==> src/rtl/sync_fifo_stream_reader.sv <==
// Drains a synchronous FIFO with 1-cycle read latency into a valid/ready stream.
// A 2-entry skid buffer (head/tail) keeps one word per cycle flowing under back-pressure.
module sync_fifo_stream_reader #(
  parameter int fifo_width = 32,
  parameter int cnt_width  = 16
) (
  input  logic                  clk,
  input  logic                  rst_n,
  input  logic                  en,
  input  logic                  fifo_empty,
  input  logic [fifo_width-1:0] fifo_data,
  output logic                  fifo_rd_en,
  output logic                  m_valid,
  input  logic                  m_ready,
  output logic [fifo_width-1:0] m_data,
  output logic [cnt_width-1:0]  word_cnt,
  output logic                  busy
);

  logic [1:0]            occ_q, occ_d;
  logic                  inflight_q, inflight_d;
  logic [fifo_width-1:0] head_q, head_d;
  logic [fifo_width-1:0] tail_q, tail_d;
  logic [cnt_width-1:0]  cnt_q, cnt_d;
  logic                  pop;
  logic [2:0]            level;
  logic [1:0]            slot;

  assign m_valid  = (occ_q != 2'd0);
  assign pop      = m_valid & m_ready;
  // Words that will be buffered after this edge, counting the read already in flight.
  assign level    = {1'b0, occ_q} + {2'b00, inflight_q} - {2'b00, pop};
  assign slot     = occ_q - {1'b0, pop};

  assign fifo_rd_en = rst_n & en & ~fifo_empty & (level < 3'd2);
  assign m_data     = head_q;
  assign word_cnt   = cnt_q;
  assign busy       = inflight_q | m_valid;

  always_comb begin
    occ_d      = level[1:0];
    inflight_d = fifo_rd_en;
    head_d     = head_q;
    tail_d     = tail_q;
    cnt_d      = cnt_q + {{(cnt_width-1){1'b0}}, pop};
    if (pop) begin
      head_d = tail_q;
    end
    // The returning word lands in the first free slot after this cycle's pop.
    if (inflight_q) begin
      if (slot == 2'd0) begin
        head_d = fifo_data;
      end else begin
        tail_d = fifo_data;
      end
    end
  end

  always_ff @(posedge clk) begin
    if (!rst_n) begin
      occ_q      <= 2'd0;
      inflight_q <= 1'b0;
      head_q     <= '0;
      tail_q     <= '0;
      cnt_q      <= '0;
    end else begin
      occ_q      <= occ_d;
      inflight_q <= inflight_d;
      head_q     <= head_d;
      tail_q     <= tail_d;
      cnt_q      <= cnt_d;
    end
  end

endmodule

==> config.mk <==
export PLATFORM = sky130hd
export DESIGN_NAME = sync_fifo_stream_reader
export DESIGN_NICKNAME = d
export VERILOG_FILES = /design/src/rtl/sync_fifo_stream_reader.sv
export SDC_FILE = /design/constraint.sdc
export NUM_CORES = 1
export LEC_CHECK = 0
export CORE_ASPECT_RATIO = 1.4
export CORE_MARGIN = 10
export CORE_UTILIZATION = 25
export DETAILED_ROUTE_END_ITERATION = 7
export GPL_ROUTABILITY_DRIVEN = 0
export GPL_TIMING_DRIVEN = 0
export MAX_ROUTING_LAYER = met4
export PLACE_DENSITY_LB_ADDON = 0.2
export SYNTH_ARGS = -nofsm -noshare
export SYNTH_HDL_FRONTEND = slang
export SYNTH_SLANG_ARGS = --single-unit
==> constraint.sdc <==
create_clock -name clk -period 2.9 [get_ports clk]
set_input_delay 0.435 -clock clk [delete_from_list [all_inputs] [get_ports clk]]
set_output_delay 0.435 -clock clk [all_outputs]
set_load 0.01 [all_outputs]
==> impl_metrics.ini <==
[timing]
period_minus_slack_ps = 2720
max_freq_ghz = 0.367
relSlewSlack_pct = 57.4
rsz0062_at_grt = no
slew_violations = 0
final-hold-violation-count = 0
fin_crit_sh_pct = 93.9
finalSetupViolCount = 0
worst_pin_slew_ps = 639
fin_skew_ps = 5.42

[global_route]
grtUsageMet3_pct = 3.02
antenna_found_initial = 0
use_met2_pct = 18.6
grt.total_usage_pct = 10.9
gr-total-overflow = 0
busiest_layer = met2
grt_start_max_net_pins = 13
grt_pass1_wl_mm = 16.4
grt_pass1_vias = 3038
met1_usage_pct = 12.0

[detailed_routing]
drc = 0
vias = 2922
viasPerCell = 4.37
first_pass_iters = 5
wl_per_cell_um = 15.5
drtAntennaViolNets = 0
drt-initial-drc-count = 127
wl_mm = 10.3

[worst_hold_path]
holdPathStages = 2
hp-class = reg -> reg
hold_start = tail_q[3]$_SDFFE_PN0P_

[logic_synthesis]
yosysWarnings = 0
synth-main-ff-cell = dfxtp_1
syn_nets = 422
ys_ff_latch = 83
avgSynthCellArea_um2 = 9.44
yosysSeqAreaShare_pct = 46.2
yosys.area_share.simple_pct = 18.3
syn_inst = 381
synth_top_family_by_area = simple AND/OR/NAND/NOR gates
synth_edf_count = 0
ys_async_sr_fraction_pct = 0
ys_types = 30
synth-compound-area-share_pct = 16.4
post_synth_mux_area_share_pct = 10.0
yosys.area_share.xor_xnor_pct = 2.43
synth_area_um2 = 3600
synth_adder_area_share_pct = 1.60

[setup_path]
crit_fanout = 8
arrival_ps = 2290
required_ps = 2470
cp-start-kind = flop
endpoint_kind = primary output
r2r_start = occ_q[1]$_SDFF_PN0_
crit_type = reg -> out
critPathLaunch = occ_q[1]$_SDFF_PN0_
reg2reg_depth = 12

[power]
p_leak_nw = 2.39
peakVddDrop_mv = 0.272
p_per_area_nw_per_um2 = 663

[cells_and_area]
final_cell_mix = nand2_1 (108), clkdlybuf4s50_1 (84), dfxtp_1 (82), mux2i_1 (36), a21boi_0 (33)
layout_commonest_cell = nand2_1
antenna_cells = 0
drive_gt1_share_pct = 7.64
num-nets-final = 522
area_delta_synth_final_pct = 38.5
post-route-util_pct = 35.5
final_area_um2 = 4980
instances_no_fill = 669

[clock_network]
clk_latency_ps = 330
hold_buffers = 0
cts_htree_levels = 3
cts_tree = yes
cts.clk_slew.worst_paths_ps = 60
cts_buffer_depth = 2
clock_sinks = 83
cts_buffers = 9
cts_root_buffer = clkbuf_16

[die]
ios = 88
start_util_pct = 25.6
dieArea_um2 = 19700
core_area_um2 = 14000
core.rowCount = 51
dieWidth_um = 121
die_h_um = 162

[job]
maxCapViolations = 0

[place]
numPortBuffers = 86
dp_cells = 652
placedInstanceArea_um2 = 4690
dp_hpwl_mm = 7.62

[run_status]
outcome = complete, no violations
## critical path, cell delays in order (launching register included)
cell and delay, ps:
dfxtp_1 320, buf_6 120, o21ai_2 60, buf_6 120, or2_4 230, nand2_1 70, ha_2 170, fa_1 450
nor4_2 240, buf_2 170
## where the power goes
part | internal, W | switching, W
combinational | 0.000526 | 0.000418
clock | 0.000564 | 0.000437
sequential | 0.00128 | 0.0000813
total | 0.00237 | 0.000937
## layer usage
metal  share of wire [%]  vias up
met5                   0        -
met4                 1.2        0
met3                 5.2        6
met2                  50       58
met1                  43     1371
li1                    -     1487
## cell usage after synthesis (2+ instances only)
master | count | area share, %
clkbuf_1 | 14 | 1.5
a21boi_0 | 33 | 6.9
buf_4 | 4 | 0.83
inv_1 | 3 | 0.31
nand2b_1 | 4 | 0.70
or3_1 | 2 | 0.35
xor2_1 | 6 | 1.5
nand2_1 | 108 | 11
buf_6 | 7 | 2.2
and2_1 | 13 | 2.3
nor2_1 | 2 | 0.21
dfxtp_1 | 83 | 46
o211a_1 | 32 | 8.9
nand3_1 | 8 | 1.1
o21ai_1 | 2 | 0.28
ha_1 | 3 | 1.0
or2_2 | 2 | 0.35
nor3_1 | 3 | 0.42
nor4_1 | 3 | 0.52
xnor2_1 | 4 | 0.97
mux2i_1 | 36 | 10
## cell type report
class	instances	area, µm²
buffer	26	173
sequential	83	1660
multi-input combinational	268	1770
fill	1464	9060
timing repair buffer	90	885
tap	185	231
clock buffer	10	229
clock inverter	4	20.0
inverter	3	11.3
## cell families after synthesis
group,Yosys count
buffers and inverters,30
muxes,36
adders and majority gates,4
and+or+nand+nor,149
AOI/OAI and AO/OA,69
DFF,83
xor gates and xnor gates,10
## per-stage QoR
stage | setup WS [ps] | setup TNS [ps] | power (W) | hold slack [ps]
finish | 176 | 0 | 0.00330 | 460
global route | 15.4 | 0 | 0.00349 | 479
CTS | 38.1 | 0 | 0.00335 | 465
detailed placement | -865 | -865 | 0.00232 | 456
global placement | -861 | -861 | 0.00230 | 449
floorplan | 235 | 0 | 0.00187 | 443
## worst paths after layout
kind | endpoint | slack [ps]
worst min register to register | tail_q[3]$_SDFFE_PN0P_ | 460
worst min-delay path | tail_q[3]$_SDFFE_PN0P_ | 460
worst max register to register | word_cnt[10]$_SDFF_PN0_ | 750
worst max-delay path | fifo_rd_en | 180
## flip-flops by register name (all words and copies together) (netlist names)
register and count:
occ_q 2, m_data 32, tail_q 32, word_cnt 16
inflight_q 1
## repair_timing
action                                 4_1_cts  5_1_grt
setup buffers                                3        1
resized for setup                            8        6
pin swaps                                    1        3
setup endpoints to repair                    1        1
endpoints found under the hold margin        0        0
Power figures use the tool's default switching activity.
